`src/rtl/pc_fetch_sequencer.sv`:
```
// Fetch-side PC owner: advances by 4, holds on stall, or redirects to a resolved
// branch target, with a flush pulse and a configurable run of fetch bubbles.
module pc_fetch_sequencer #(
    parameter logic [63:0] RESET_PC      = 64'd0,
    parameter int unsigned BUBBLE_CYCLES = 1,
    parameter int unsigned CNT_W         = 16
) (
    input  logic             clk,
    input  logic             reset,
    input  logic             stall,
    input  logic             br_valid,
    input  logic             br_taken,
    input  logic [1:0]       br_kind,
    input  logic [63:0]      br_pc,
    input  logic [25:0]      br_imm,
    input  logic [63:0]      br_reg,
    output logic [63:0]      pc,
    output logic             fetch_valid,
    output logic             flush,
    output logic             align_err,
    output logic [CNT_W-1:0] redirect_count
);

    localparam int unsigned BCNT_W = 3;

    typedef enum logic {
        ST_RUN    = 1'b0,
        ST_BUBBLE = 1'b1
    } state_e;

    state_e              state_q, state_d;
    logic [63:0]         pc_q, pc_d;
    logic                fetch_valid_q, fetch_valid_d;
    logic                flush_q, flush_d;
    logic                align_err_q, align_err_d;
    logic [CNT_W-1:0]    redirect_count_q, redirect_count_d;
    logic [BCNT_W-1:0]   bcnt_q, bcnt_d;

    logic                redirect_c;
    logic [63:0]         target_c;
    logic [63:0]         b_off_c;
    logic [63:0]         cb_off_c;

    // Branch target: sign-extended word offsets for B/CB, word-aligned register for BR
    always_comb begin
        b_off_c  = {{36{br_imm[25]}}, br_imm, 2'b00};
        cb_off_c = {{43{br_imm[18]}}, br_imm[18:0], 2'b00};
        case (br_kind)
            2'b00:   target_c = br_pc + b_off_c;
            2'b01:   target_c = br_pc + cb_off_c;
            default: target_c = {br_reg[63:2], 2'b00};
        endcase
    end

    assign redirect_c = br_valid & br_taken & (br_kind != 2'b11);

    // Next-state: redirect beats stall beats normal advance
    always_comb begin
        state_d          = state_q;
        pc_d             = pc_q;
        fetch_valid_d    = fetch_valid_q;
        flush_d          = 1'b0;
        align_err_d      = align_err_q;
        redirect_count_d = redirect_count_q;
        bcnt_d           = bcnt_q;

        if (redirect_c) begin
            pc_d    = target_c;
            flush_d = 1'b1;
            if (redirect_count_q != {CNT_W{1'b1}}) begin
                redirect_count_d = redirect_count_q + CNT_W'(1);
            end
            if ((br_kind == 2'b10) && (br_reg[1:0] != 2'b00)) begin
                align_err_d = 1'b1;
            end
            if (BUBBLE_CYCLES == 0) begin
                state_d       = ST_RUN;
                fetch_valid_d = 1'b1;
            end else begin
                state_d       = ST_BUBBLE;
                bcnt_d        = BCNT_W'(BUBBLE_CYCLES - 1);
                fetch_valid_d = 1'b0;
            end
        end else if (!stall) begin
            case (state_q)
                ST_RUN: begin
                    pc_d          = pc_q + 64'd4;
                    fetch_valid_d = 1'b1;
                end
                ST_BUBBLE: begin
                    // Leaving the bubble fetches the held target itself, no +4
                    if (bcnt_q == '0) begin
                        state_d       = ST_RUN;
                        fetch_valid_d = 1'b1;
                    end else begin
                        bcnt_d = bcnt_q - BCNT_W'(1);
                    end
                end
                default: begin
                    state_d = ST_RUN;
                end
            endcase
        end
    end

    always_ff @(posedge clk) begin
        if (!reset) begin
            state_q          <= ST_RUN;
            pc_q             <= RESET_PC;
            fetch_valid_q    <= 1'b1;
            flush_q          <= 1'b0;
            align_err_q      <= 1'b0;
            redirect_count_q <= '0;
            bcnt_q           <= '0;
        end else begin
            state_q          <= state_d;
            pc_q             <= pc_d;
            fetch_valid_q    <= fetch_valid_d;
            flush_q          <= flush_d;
            align_err_q      <= align_err_d;
            redirect_count_q <= redirect_count_d;
            bcnt_q           <= bcnt_d;
        end
    end

    assign pc             = pc_q;
    assign fetch_valid    = fetch_valid_q;
    assign flush          = flush_q;
    assign align_err      = align_err_q;
    assign redirect_count = redirect_count_q;

endmodule

```
`config.mk`:
```
export PLATFORM = sky130hd
export DESIGN_NAME = pc_fetch_sequencer
export DESIGN_NICKNAME = d
export VERILOG_FILES = /design/src/rtl/pc_fetch_sequencer.sv
export SDC_FILE = /design/constraint.sdc
export NUM_CORES = 1
export LEC_CHECK = 0
export BUFFER_PORTS_ARGS = -buffer_cell sky130_fd_sc_hd__buf_2
export CAP_MARGIN = 20
export CORE_MARGIN = 2
export CORE_UTILIZATION = 43
export CTS_BUF_LIST = sky130_fd_sc_hd__clkbuf_16
export CTS_CLUSTER_DIAMETER = 30
export DETAILED_ROUTE_END_ITERATION = 7
export PLACE_DENSITY = 0.68
export SKIP_LAST_GASP = 1
export SYNTH_ARGS = -nofsm -noshare
export SYNTH_HDL_FRONTEND = slang
export SYNTH_SLANG_ARGS = --single-unit
```
`constraint.sdc`:
```
create_clock -name clk -period 5.3 [get_ports clk]
set_input_delay 0.265 -clock clk [delete_from_list [all_inputs] [get_ports clk]]
set_output_delay 0.265 -clock clk [all_outputs]
set_load 0.02 [all_outputs]
```
==> results.json <==
{
  "dieArea_um2": 21600,
  "rsz0062_at_grt": "false",
  "n_antenna_cell": 0,
  "dp_cells": 1704,
  "cp.required_ns": 5.58,
  "tightestPinTransition_ns": 1.032,
  "drtAntennaViolNets": 0,
  "hold_viol_final": 0,
  "seq_area_um2": 1742,
  "syn_area_um2": 8788,
  "grt_pass1_wl_um": 50670,
  "avgSynthCellArea_um2": 7.105,
  "fin_skew_ns": 0.008371,
  "multiInputGateArea_um2": 6704,
  "core_um2": 20170,
  "power.leakage_nw": 4.650,
  "totalNegativeSetupSlack_ns": 0,
  "drv_cap": 0,
  "max_freq_ghz": 0.2605,
  "clock-sinks": 87,
  "wl_met1_um": 14390,
  "cts_buffer_depth": 2,
  "dieHeight_um": 147.0,
  "io_pins": 244,
  "synth.distinct_cells": 74,
  "ys_ff_latch": 87,
  "final_util": 0.5207,
  "clk_latency_ns": 0.34,
  "finalNonFillerCells": 1720,
  "vias_per_cell": 6.103,
  "layout_min_cycle_time_ns": 3.839,
  "root_buffer": "clkbuf_16",
  "antenna_found_initial": 0,
  "die_w_um": 147.0,
  "routed.top_layer": "met4",
  "wl_met3_um": 3511,
  "setup_viol": 0,
  "powerDensity_nw_per_um2": 215.1,
  "wl_um": 32970,
  "firstDrtPassIters": 5,
  "grt_pass1_vias": 9585,
  "max-slew-margin-rel": 0.3100,
  "yosysSeqAreaShare": 0.1982,
  "grt_max_degree": 51,
  "postCtsSetupRepairBufs": 0,
  "netlist_top_cells_area": "dfxtp_1 (20%), ha_1 (10%), a21oi_1 (7.7%)",
  "clk_pin_slew_worst_paths_ns": 0.06,
  "dr.first_iter.drc_count": 983,
  "ys.flop_type": "dfxtp_1",
  "synth_top_area_share": 0.1982,
  "overflow": 0,
  "tritoncts": "yes",
  "io_buffers": 243,
  "synth_edf_count": 0,
  "synth_async_sr_flop_share": 0,
  "cts.repair.resized": 0,
  "crit_type": "input pin to flop",
  "dp.final_hpwl_um": 25140,
  "syn_nets": 1470,
  "drive_gt1_frac": 0.2028,
  "fin_crit_sh": 0.7244,
  "gp_congestion": 0.9493,
  "wl_met2_um": 14150,
  "area_growth_syn_to_layout_pct": 19.49,
  "startpoint_type": "input pin",
  "cts_hold_buf": 0,
  "ir_drop_v": 0.0001572,
  "finalMaxSlewViolations": 0,
  "ys_warn_count": 0,
  "htree_levels": 3,
  "yosysTopAreaCell": "dfxtp_1",
  "final_nets": 1678,
  "wire_per_inst_um": 19.17,
  "critPathArrivalTime_ns": 4.12,
  "drcViolationCount": 0,
  "grt.total_usage": 0.2902,
  "initial_core_util": 0.4357,
  "vias": 10498,
  "cp-end-kind": "flop",
  "netlist_instances": 1237,
  "num-fill-cells": 2064,
  "rows": 52,
  "numCtsBuffers": 9,
  "hold_class": "input pin to flop",
  "cp_max_fo": 32,
  "p_total_mw": 2.259,
  "status": "completed"
}
==> Yosys cell counts, types with 6 or more instances <==
| library cell | count |
|---|---|
| nand2b_1 | 10 |
| xor2_1 | 37 |
| and3_1 | 21 |
| inv_1 | 33 |
| a21o_1 | 28 |
| a22oi_1 | 16 |
| and2_1 | 6 |
| or3_1 | 10 |
| a21oi_1 | 135 |
| a221oi_1 | 9 |
| nor2b_1 | 12 |
| o22ai_1 | 9 |
| o21a_1 | 12 |
| a211oi_1 | 16 |
| nor3_1 | 26 |
| and4_1 | 10 |
| nor2_1 | 122 |
| xnor2_1 | 45 |
| o221ai_1 | 11 |
| ha_1 | 71 |
| nand4_1 | 41 |
| o211ai_1 | 10 |
| nand2_1 | 134 |
| mux2i_1 | 6 |
| o21bai_1 | 6 |
| a31oi_1 | 20 |
| dfxtp_1 | 87 |
| clkbuf_1 | 55 |
| nand3_1 | 34 |
| o21ai_0 | 112 |
==> state kept, by name (all words and copies together) (netlist names) <==
name / count
state_q: 1
bcnt_q: 3
pc: 64
fetch_valid: 1
align_err: 1
flush: 1
redirect_count: 16
==> cells by family after synthesis <==
kind of cell / Yosys count / synth area share
AO/OA/AOI/OAI: 452 / 0.3297
AND/OR/NAND/NOR: 441 / 0.2368
XOR/XNOR: 82 / 0.08172
adder cells (fa/ha/maj): 72 / 0.1034
buffers and inverters: 95 / 0.04086
multiplexers: 8 / 0.009396
flip-flops: 87 / 0.1982
==> cell type report <==
cell class                      count  area share
Tap cell                          270     0.03217
Clock buffer                        9     0.02145
Multi-Input combinational cell   1055      0.6384
Timing Repair Buffer              259      0.1272
Sequential cell                    87      0.1659
Inverter                           33     0.01180
Clock inverter                      7    0.003098
==> final timing paths <==
path,startpoint,endpoint,slack [ns],depth (start not counted)
worst min register to register,align_err,align_err,0.44,2
worst min-delay path,br_pc[1],pc[1],0.17,3
worst max-delay path,br_kind[1],pc[60],1.46,16
worst max register to register,pc[26],pc[62],1.93,10
==> placed cells by master, fill, tap and decap left out, types with 12 or more instances in the layout <==
master	count
a211oi_1	16
a21o_1	28
a21oi_1	134
a22oi_1	16
a31oi_1	20
and3_1	21
buf_2	243
buf_4	16
dfxtp_1	87
ha_1	71
inv_1	35
nand2_1	134
nand3_1	34
nand4_1	41
nor2_1	120
nor2b_1	12
nor3_1	26
o21a_1	12
o21ai_0	112
xnor2_1	45
xor2_1	37
==> power breakdown <==
group / switching (mW) / internal [mW]
sequential: 0.0427 / 0.684
clock: 0.272 / 0.310
combinational: 0.585 / 0.365
==> per-stage QoR <==
step | hold WS, ns | cell area [um^2] | worst slack [ns]
6_report | 0.1689 | 10500 | 1.461
3_5_place_dp | 0.4352 | 10240 | 1.198
4_1_cts | 0.1657 | 10500 | 1.548
2_1_floorplan | 0.4133 | 8788 | 1.073
3_3_place_gp | 0.4326 | 10240 | 1.306
5_1_grt | 0.1940 | 10500 | 1.196
==> layer usage <==
metal | up-vias | global-route usage
met5 | - | 0
met4 | 0 | 0.08365
met3 | 67 | 0.04658
met2 | 572 | 0.4547
met1 | 4821 | 0.4126
li1 | 5038 | -
==> worst max-delay path: stages <==
cell	delay, ns
buf_2	0.12
buf_4	0.24
o21ai_0	0.19
nand2_1	0.09
buf_4	0.24
ha_1	0.45
nand4_1	0.16
nor3_1	0.36
and4_1	0.27
o211ai_1	0.12
a31oi_1	0.47
o21ai_1	0.19
o21ai_1	0.23
nand3_1	0.14
a2111oi_0	0.42
a221o_1	0.16
Power figures use the tool's default switching activity.
